`src/rtl/io_spi_master_if.sv`:
```
// IO-page bus bundle between the FemtoRV32 core and the SPI master.
// Strobes arrive pre-qualified; selects are the decoded one-hot address bits.
interface io_spi_master_if;
   logic        io_rstrb;
   logic        io_wstrb;
   logic        sel_data;
   logic        sel_ctrl;
   logic [31:0] wdata;
   logic [31:0] rdata;

   modport master (
      output io_rstrb, io_wstrb, sel_data, sel_ctrl, wdata,
      input  rdata
   );

   modport slave (
      input  io_rstrb, io_wstrb, sel_data, sel_ctrl, wdata,
      output rdata
   );
endinterface

```
`src/rtl/io_spi_master.sv`:
```
// SPI master, mode 0, MSB first, 8-bit frames, on the FemtoRV32 IO page.
// CTRL holds divider and chip select; writing DATA starts a byte.
module io_spi_master #(
   parameter int DIV_WIDTH   = 8,
   parameter int DEFAULT_DIV = 14
) (
   input  logic            clk,
   input  logic            reset,
   io_spi_master_if.slave  bus,
   output logic            sclk,
   output logic            mosi,
   input  logic            miso,
   output logic            cs_n
);

   typedef enum logic [1:0] {
      S_IDLE,
      S_LOW,
      S_HIGH
   } state_t;

   state_t               r_state;
   state_t               w_next;
   logic [DIV_WIDTH-1:0] r_div;
   logic [DIV_WIDTH-1:0] r_cnt;
   logic [DIV_WIDTH-1:0] w_start_div;
   logic                 r_cs;
   logic                 r_done;
   logic [7:0]           r_tx;
   logic [7:0]           r_sh;
   logic [7:0]           r_rx;
   logic [2:0]           r_bit;
   logic                 w_busy;
   logic                 w_wr_ctrl;
   logic                 w_wr_data;
   logic                 w_rd_data;
   logic                 w_phase_end;
   logic                 w_finish;
   logic [31:0]          w_rview;
   logic                 w_unused;

   assign w_unused = &{1'b0, bus.wdata[31:9]};

   assign w_busy      = (r_state != S_IDLE);
   assign w_wr_ctrl   = bus.io_wstrb & bus.sel_ctrl & ~w_busy;
   assign w_wr_data   = bus.io_wstrb & bus.sel_data & ~w_busy;
   assign w_rd_data   = bus.io_rstrb & bus.sel_data;
   assign w_phase_end = (r_cnt == '0);
   assign w_finish    = (r_state == S_HIGH) & w_phase_end & (r_bit == 3'd7);

   // A combined CTRL+DATA write starts with the freshly written divider
   assign w_start_div = w_wr_ctrl ? bus.wdata[DIV_WIDTH-1:0] : r_div;

   always_comb begin
      w_next = r_state;
      sclk   = 1'b0;
      mosi   = 1'b0;
      unique case (r_state)
         S_IDLE: begin
            if (w_wr_data)
               w_next = S_LOW;
         end
         S_LOW: begin
            mosi = r_tx[7];
            if (w_phase_end)
               w_next = S_HIGH;
         end
         S_HIGH: begin
            sclk = 1'b1;
            mosi = r_tx[7];
            if (w_phase_end)
               w_next = (r_bit == 3'd7) ? S_IDLE : S_LOW;
         end
         default: w_next = S_IDLE;
      endcase
   end

   always_comb begin
      w_rview = 32'd0;
      if (bus.sel_ctrl)
         w_rview = w_rview | {21'd0, r_done, w_busy, r_cs, 8'(r_div)};
      if (bus.sel_data)
         w_rview = w_rview | {24'd0, r_rx};
   end

   assign cs_n = ~r_cs;

   always_ff @(posedge clk) begin
      if (reset) begin
         r_state   <= S_IDLE;
         r_div     <= DIV_WIDTH'(DEFAULT_DIV);
         r_cnt     <= '0;
         r_cs      <= 1'b0;
         r_done    <= 1'b0;
         r_tx      <= 8'd0;
         r_sh      <= 8'd0;
         r_rx      <= 8'd0;
         r_bit     <= 3'd0;
         bus.rdata <= 32'd0;
      end else begin
         r_state <= w_next;
         if (w_wr_ctrl) begin
            r_div <= bus.wdata[DIV_WIDTH-1:0];
            r_cs  <= bus.wdata[8];
         end
         if (w_wr_data) begin
            r_tx  <= bus.wdata[7:0];
            r_cnt <= w_start_div;
            r_bit <= 3'd0;
         end else if (w_busy) begin
            r_cnt <= w_phase_end ? r_div : r_cnt - 1'b1;
            if (r_state == S_LOW && w_phase_end)
               r_sh <= {r_sh[6:0], miso};
            if (r_state == S_HIGH && w_phase_end) begin
               r_tx  <= {r_tx[6:0], 1'b0};
               r_bit <= r_bit + 3'd1;
            end
         end
         // Completion beats a same-cycle DATA read so the flag is not lost
         if (w_finish) begin
            r_done <= 1'b1;
            r_rx   <= r_sh;
         end else if (w_wr_data || w_rd_data) begin
            r_done <= 1'b0;
         end
         if (bus.io_rstrb)
            bus.rdata <= w_rview;
      end
   end

endmodule
```
`src/flat_wrapper.sv`:
```
// flat-port wrapper written by rule: the top's interface ports become plain ports
module io_spi_master_flat 
#(
   parameter int DIV_WIDTH   = 8,
   parameter int DEFAULT_DIV = 14
)
  (clk, reset, sclk, mosi, miso, cs_n, bus_io_rstrb, bus_io_wstrb, bus_sel_data, bus_sel_ctrl, bus_wdata, bus_rdata);
  io_spi_master_if bus_i ();
  input  logic clk;
  input  logic reset;
  output logic sclk;
  output logic mosi;
  input  logic miso;
  output logic cs_n;
  input wire logic [$bits(bus_i.io_rstrb)-1:0] bus_io_rstrb;
  input wire logic [$bits(bus_i.io_wstrb)-1:0] bus_io_wstrb;
  input wire logic [$bits(bus_i.sel_data)-1:0] bus_sel_data;
  input wire logic [$bits(bus_i.sel_ctrl)-1:0] bus_sel_ctrl;
  input wire logic [$bits(bus_i.wdata)-1:0] bus_wdata;
  output wire logic [$bits(bus_i.rdata)-1:0] bus_rdata;
  assign bus_i.io_rstrb = bus_io_rstrb;
  assign bus_i.io_wstrb = bus_io_wstrb;
  assign bus_i.sel_data = bus_sel_data;
  assign bus_i.sel_ctrl = bus_sel_ctrl;
  assign bus_i.wdata = bus_wdata;
  assign bus_rdata = bus_i.rdata;
  io_spi_master #(.DIV_WIDTH(DIV_WIDTH), .DEFAULT_DIV(DEFAULT_DIV)) u_core (.clk(clk), .reset(reset), .bus(bus_i), .sclk(sclk), .mosi(mosi), .miso(miso), .cs_n(cs_n));
endmodule
```
`config.mk`:
```
export PLATFORM = sky130hd
export DESIGN_NAME = io_spi_master_flat
export DESIGN_NICKNAME = d
export VERILOG_FILES = /design/src/rtl/io_spi_master_if.sv /design/src/rtl/io_spi_master.sv /design/src/flat_wrapper.sv
export SDC_FILE = /design/constraint.sdc
export NUM_CORES = 1
export LEC_CHECK = 0
export ABC_AREA = 1
export BUFFER_PORTS_ARGS = -buffer_cell sky130_fd_sc_hd__buf_2
export CAP_MARGIN = 0
export CORE_ASPECT_RATIO = 0.8
export CORE_UTILIZATION = 35
export CTS_BUF_LIST = sky130_fd_sc_hd__clkbuf_8
export CTS_CLUSTER_DIAMETER = 150
export DETAILED_ROUTE_END_ITERATION = 16
export GPL_TIMING_DRIVEN = 0
export PLACE_DENSITY_LB_ADDON = 0.25
export SYNTH_ARGS = -nofsm -noshare
export SYNTH_HDL_FRONTEND = slang
export SYNTH_SLANG_ARGS = --single-unit
```
`constraint.sdc`:
```
create_clock -name clk -period 2.9 [get_ports clk]
set_input_delay 0.58 -clock clk [delete_from_list [all_inputs] [get_ports clk]]
set_output_delay 0.58 -clock clk [all_outputs]
set_load 0.005 [all_outputs]
```
==> Word-level counts from Yosys, hierarchy flattened <==
Index checks and enable logic that the tools add are counted.
{ "word_totals": {"register_bits": 79, "out_inout_bits": 35, "in_bits": 39} }
{ "op_classes": {"bitwise_logic": 11, "n_addsub": 2, "mux": 18, "n_reduce_logical": 15, "n_eq_ne": 6} }
{ "ops": {"columns": ["operator", "count"], "rows": [
  ["8-bit 2-to-1 mux", 7],
  ["32-bit 2-to-1 mux", 1],
  ["11-bit 2-to-1 mux", 1],
  ["11-bit by 8-bit OR with 11-bit output", 1],
  ["8-bit zero test", 1],
  ["2-bit nonzero test", 4],
  ["8-bit by 1-bit subtractor with 8-bit output, second input constant", 1],
  ["1-bit AND", 7],
  ["2-bit 2-to-1 mux", 3],
  ["2-bit by 1-bit != test with 1-bit output, second input constant", 3],
  ["2-bit case mux with 3 select lines", 1],
  ["3-bit AND reduction", 2],
  ["1-bit 2-to-1 mux", 5],
  ["2-bit AND reduction", 2],
  ["2-bit OR reduction", 2],
  ["3-bit by 1-bit adder with 3-bit output, second input constant", 1],
  ["3-bit == test, second input constant", 1],
  ["1-bit inverter", 3],
  ["2-bit by 1-bit == test with 1-bit output, second input constant", 1],
  ["2-bit == test, second input constant", 1],
  ["1-bit logical AND", 2],
  ["2-bit zero test", 1],
  ["1-bit logical OR", 1]
]} }

==> Logic depth before layout (Yosys ltp) <==
{ "depth": {"word_depth": 6, "ltp_mapped": 10, "depth_no_buf": 9} }

==> Worst setup path before layout <==
No wires, ideal clock.
{ "synth_path": {"kind": "register -> register", "start": "register u_core.r_state[0]", "end": "register u_core.r_cnt[1]", "t_required_ns": 2.829, "t_arrival_ns": 1.477, "path_stages_with_launch": 10, "n_path_buf": 2, "synth_period_minus_slack_ns": 1.547, "slack_ns": 1.353, "path_cell_list": "dfxtp_1 -> inv_1 -> ha_1 -> buf_4 -> nand3_2 -> buf_2 -> o21ai_0 -> o21ai_0 -> o21ai_1 -> a21oi_1"} }
{ "synth_via": {"elab_chain_len": 5, "word_cells_on_any_way": 7, "classes_between": "mux: 2; bitwise: 3; reduce/logical: 2"} }
{ "synth_rtl": {"columns": ["item", "line", "text"], "rows": [
  ["start, declared", "io_spi_master.sv:22", "state_t r_state;"],
  ["start signal, assigned", "io_spi_master.sv:101", "r_state <= w_next;"],
  ["2-bit nonzero test (*)", "io_spi_master.sv:44", "assign w_busy = (r_state != S_IDLE);"],
  ["1-bit inverter", "io_spi_master.sv:45, io_spi_master.sv:46", null],
  ["1-bit AND", "io_spi_master.sv:45", "assign w_wr_ctrl = bus.io_wstrb & bus.sel_ctrl & ~w_busy;"],
  ["8-bit 2-to-1 mux", "io_spi_master.sv:52", "assign w_start_div = w_wr_ctrl ? bus.wdata[DIV_WIDTH-1:0] : r_div;"],
  ["8-bit 2-to-1 mux", "io_spi_master.sv:106", "if (w_wr_data) begin"],
  ["end signal, assigned", "io_spi_master.sv:108", "r_cnt <= w_start_div;"],
  ["end signal, assigned", "io_spi_master.sv:111", "r_cnt <= w_phase_end ? r_div : r_cnt - 1'b1;"],
  ["end, declared", "io_spi_master.sv:25", "logic [DIV_WIDTH-1:0] r_cnt;"]
]} }
Mark *: on every way between the ends. The rest lies on a longest branch, timed or not.
A chain may end at the register's enable or synchronous reset.

==> Final worst setup path <==
{ "layout_path": {"start": "register u_core.r_state[0]", "end": "output port mosi"} }
{ "layout_via": {"elab_chain_len": 3, "word_cells_on_any_way": 4, "classes_between": "eq/ne: 2; mux: 1; reduce/logical: 1"} }
{ "layout_rtl": {"columns": ["item", "line", "text"], "rows": [
  ["2-bit by 1-bit == test with 1-bit output or 2-bit == test (tied branches)", "io_spi_master.sv:58", "unique case (r_state)"],
  ["2-bit OR reduction (no source line) (*)", null, null],
  ["1-bit 2-to-1 mux (*)", "io_spi_master.sv:58", null],
  ["end, declared", "flat_wrapper.sv:12", "output logic mosi;"]
]} }
Marked as above.

==> results.py <==
metrics = {
    "global_route": {
        "grt_pass1_wl_um": 11700,
        "antenna_found_initial": 0,
        "grtUsageTotal_pct": 17.5,
        "globalRoute.totalOverflow": 0,
        "grt_pass1_vias": 2391,
        "grt_max_degree": 13,
    },
    "routing": {
        "drt_wl_total_um": 7110,
        "drtIter0Drc": 177,
        "drcViolationCount": 0,
        "firstDrtPassIters": 4,
        "drt-vias-per-instance": 4.55,
        "wire_per_inst_um": 12.2,
        "vias": 2657,
        "postRouteAntennaNets": 0,
    },
    "worst_setup_path": {
        "critPathCaptureType": "output pin",
        "slowest_stage": "dfxtp_1",
        "startpoint_type": "flop",
        "critPathKind": "flop to output pin",
        "critPathMaxStageDelay_ns": 0.41,
        "worst-endpoint-arrival_ns": 1.35,
        "cp_max_fo": 5,
        "cp_common_cell": "inv_1",
        "r2r_setup_slack_ns": 0.97,
        "critPathRequiredTime_ns": 2.32,
        "path_cells": "inv_1, ha_1, nand2_1, inv_1, buf_2",
    },
    "placed_design": {
        "dp_hpwl_um": 5300,
        "io_buffer_count": 28,
        "place_inst": 568,
        "place_ws_ns": 0.860,
        "dpl_cell_area_sq_mm": 0.00328,
        "gp_congestion": 0.852,
    },
    "power_and_ir_drop": {
        "clockPowerShare_pct": 26.9,
        "vdd_drop_max_uv": 300,
        "power_switching_uw": 1320,
        "power.internal_uw": 1890,
        "p_comb_share_pct": 41.1,
        "power_frac_seq_pct": 32.0,
        "swShare_pct": 41.1,
        "p_per_area_mw_per_mm2": 918,
        "leakagePower_uw": 0.00166,
    },
    "outcome": {
        "status": "completed",
    },
    "timing": {
        "fmax_ghz": 0.517,
        "worstMarginPinSlew_ns": 0.674,
        "relSlewSlack_pct": 54.9,
        "report.final.slew_viol_count": 0,
        "rsz0062_at_grt": "no",
        "hold_violations": 0,
        "setup-tns-final_ns": 0,
        "fin_crit_sh_pct": 66.7,
        "period_needed_ns": 1.93,
        "finClkSkew_ns": 0.0161,
        "setup_slack_ns": 0.967,
        "setup_viol": 0,
    },
    "synth": {
        "ys_async_sr_fraction_pct": 0,
        "ys_seq_area_share_pct": 39.7,
        "yosysTopAreaCell": "dfxtp_1",
        "synth-seq-cells": 58,
        "synth_flop_cell": "dfxtp_1",
        "synth_area_sq_mm": 0.00293,
        "yosys_warnings": 0,
        "netlist-cell-type-count": 31,
        "synth-edff-count": 0,
        "avgSynthCellArea_sq_um": 7.11,
        "yosys.area.top_type_share_pct": 39.7,
        "synthTopCellsByArea": "dfxtp_1 40%, nand2_1 11%, o21ai_0 7.7%, inv_1 6.9%, a21oi_1 6.7%",
        "synth_cells": 412,
    },
    "cts": {
        "cts_max_path_buffers": 2,
        "cts.sinks": 58,
        "htree_levels": 3,
        "post-cts-setup-buffers": 0,
        "cts_buffers": 9,
        "cts_root_buf": "clkbuf_8",
        "clkLatencyLatePin_ns": 0.35,
        "cts_resized": 0,
        "cts_tree": "yes",
        "cts.reportedPaths.clkPinSlew_ns": 0.07,
        "cts_hold_buf": 0,
    },
    "floorplan": {
        "die_y_um": 83.8,
        "rows": 29,
        "core_area_sq_mm": 0.00802,
        "io-pin-count": 74,
        "die_w_um": 104,
        "die-area_sq_mm": 0.00874,
        "start_util_pct": 36.5,
    },
    "run": {
        "cap_violations": 0,
    },
    "finish": {
        "final_layout_size_suffix_gt1_share_pct": 18.5,
        "diodes": 0,
        "nNetsFinal": 519,
        "syn_to_final_growth_pct": 19.7,
        "stdcell_area_sq_mm": 0.00350,
        "fin_cells": 584,
    },
    "hold_path": {
        "hp-class": "flop to flop",
    },
}
[per-stage QoR]
stage / hold WS [ns] / utilization (%) / total power (uW)
4_1_cts: 0.451 / 43.7 / 3230
2_1_floorplan: 0.421 / - / 2050
3_3_place_gp: 0.433 / 40.9 / 2340
6_report: 0.450 / 43.7 / 3220
5_1_grt: 0.470 / 43.7 / 3470
3_5_place_dp: 0.440 / 40.9 / 2360
[power by group through the flow]
stage	registers (uW)	clock network (uW)	logic, uW
after CTS	1030	881	1320
after floorplan	1020	0	1030
after global placement	1040	0	1300
after global routing	1050	922	1500
after detailed placement	1050	0	1310
final	1030	865	1320
[worst paths after layout]
kind                     startpoint               to  cells after the start
setup / recovery  u_core.r_state[0]             mosi                      5
hold / removal       u_core.r_sh[7]   u_core.r_sh[7]                      2
setup reg to reg  u_core.r_state[0]  u_core.r_cnt[7]                      9
hold reg to reg      u_core.r_sh[7]   u_core.r_sh[7]                      2
[registers in the layout, summed over array words and instances, names as in the netlist, 2 cells and up]
| name | cells |
|---|---|
| u_core.r_div | 8 |
| u_core.r_state | 2 |
| u_core.r_cnt | 8 |
| u_core.bus.rdata | 11 |
| u_core.r_rx | 8 |
| u_core.r_tx | 8 |
| u_core.r_sh | 8 |
| u_core.r_bit | 3 |
[layout by cell type, fill, tap and decap left out]
master	instances
buf_4	23
buf_6	1
nor2_2	1
conb_1	21
nand2_1	86
dfxtp_1	58
nor3_1	1
or2_0	1
inv_6	2
buf_2	33
o22ai_1	1
inv_1	54
inv_2	1
a21oi_1	39
buf_1	1
nand3b_1	1
nor2_1	33
or2_2	1
nand3_4	1
nand2_4	1
and3_1	1
o21ai_0	45
o211ai_1	2
o21ai_1	11
o21ai_2	1
ha_1	9
o221ai_1	2
clkinvlp_4	2
nor2_8	1
clkinv_4	1
nand2_2	2
clkbuf_8	9
nand3_1	16
bufinv_16	2
nand3_2	6
clkbuf_1	6
[critical path, delay by kind of cell, from the launching register on]
kind / cells / cell delay, ns
adder cells (fa/ha/maj): 1 / 0.29
flip-flops: 1 / 0.41
AND/OR/NAND/NOR: 1 / 0.07
buffers and inverters: 3 / 0.24
[routing by layer]
layer / wire, um / share of wire [%] / global-route usage (%) / vias to the layer above
li1: - / - / - / 1395
met1: 3630 / 51 / 25.1 / 1191
met2: 2930 / 41 / 24.1 / 64
met3: 478 / 6.7 / 5.78 / 7
met4: 74 / 1.0 / 5.84 / 0
met5: 0 / 0 / 0 / -
[kinds of logic after synthesis]
family | share of synthesized area, %
simple gates | 23.4
flops | 39.7
fa+ha+maj | 3.85
buf+inv | 15.1
other cells | 0.128
compound gates | 17.9
[area by class of cell]
| type | instances | area [sq um] |
|---|---|---|
| plain buffers | 36 | 235 |
| clock buffers | 9 | 124 |
| repair buffers | 28 | 140 |
| well taps | 108 | 135 |
| flip-flops and latches | 58 | 1160 |
| fillers | 859 | 4520 |
| clock inverters | 7 | 101 |
| inverters | 55 | 206 |
| multi-input cells | 283 | 1400 |
[cell usage after synthesis, types with 2 or more instances]
cell and number:
nand3_2 6, buf_2 5, nand2_1 86, dfxtp_1 58
ha_1 9, buf_4 23, o21ai_1 11, nand2_2 2
o21ai_0 45, o211ai_1 2, nand3_1 16, o221ai_1 2
clkbuf_1 6, nor2_1 33, inv_1 54, a21oi_1 39
No activity file was read; power rests on OpenSTA's default activity.
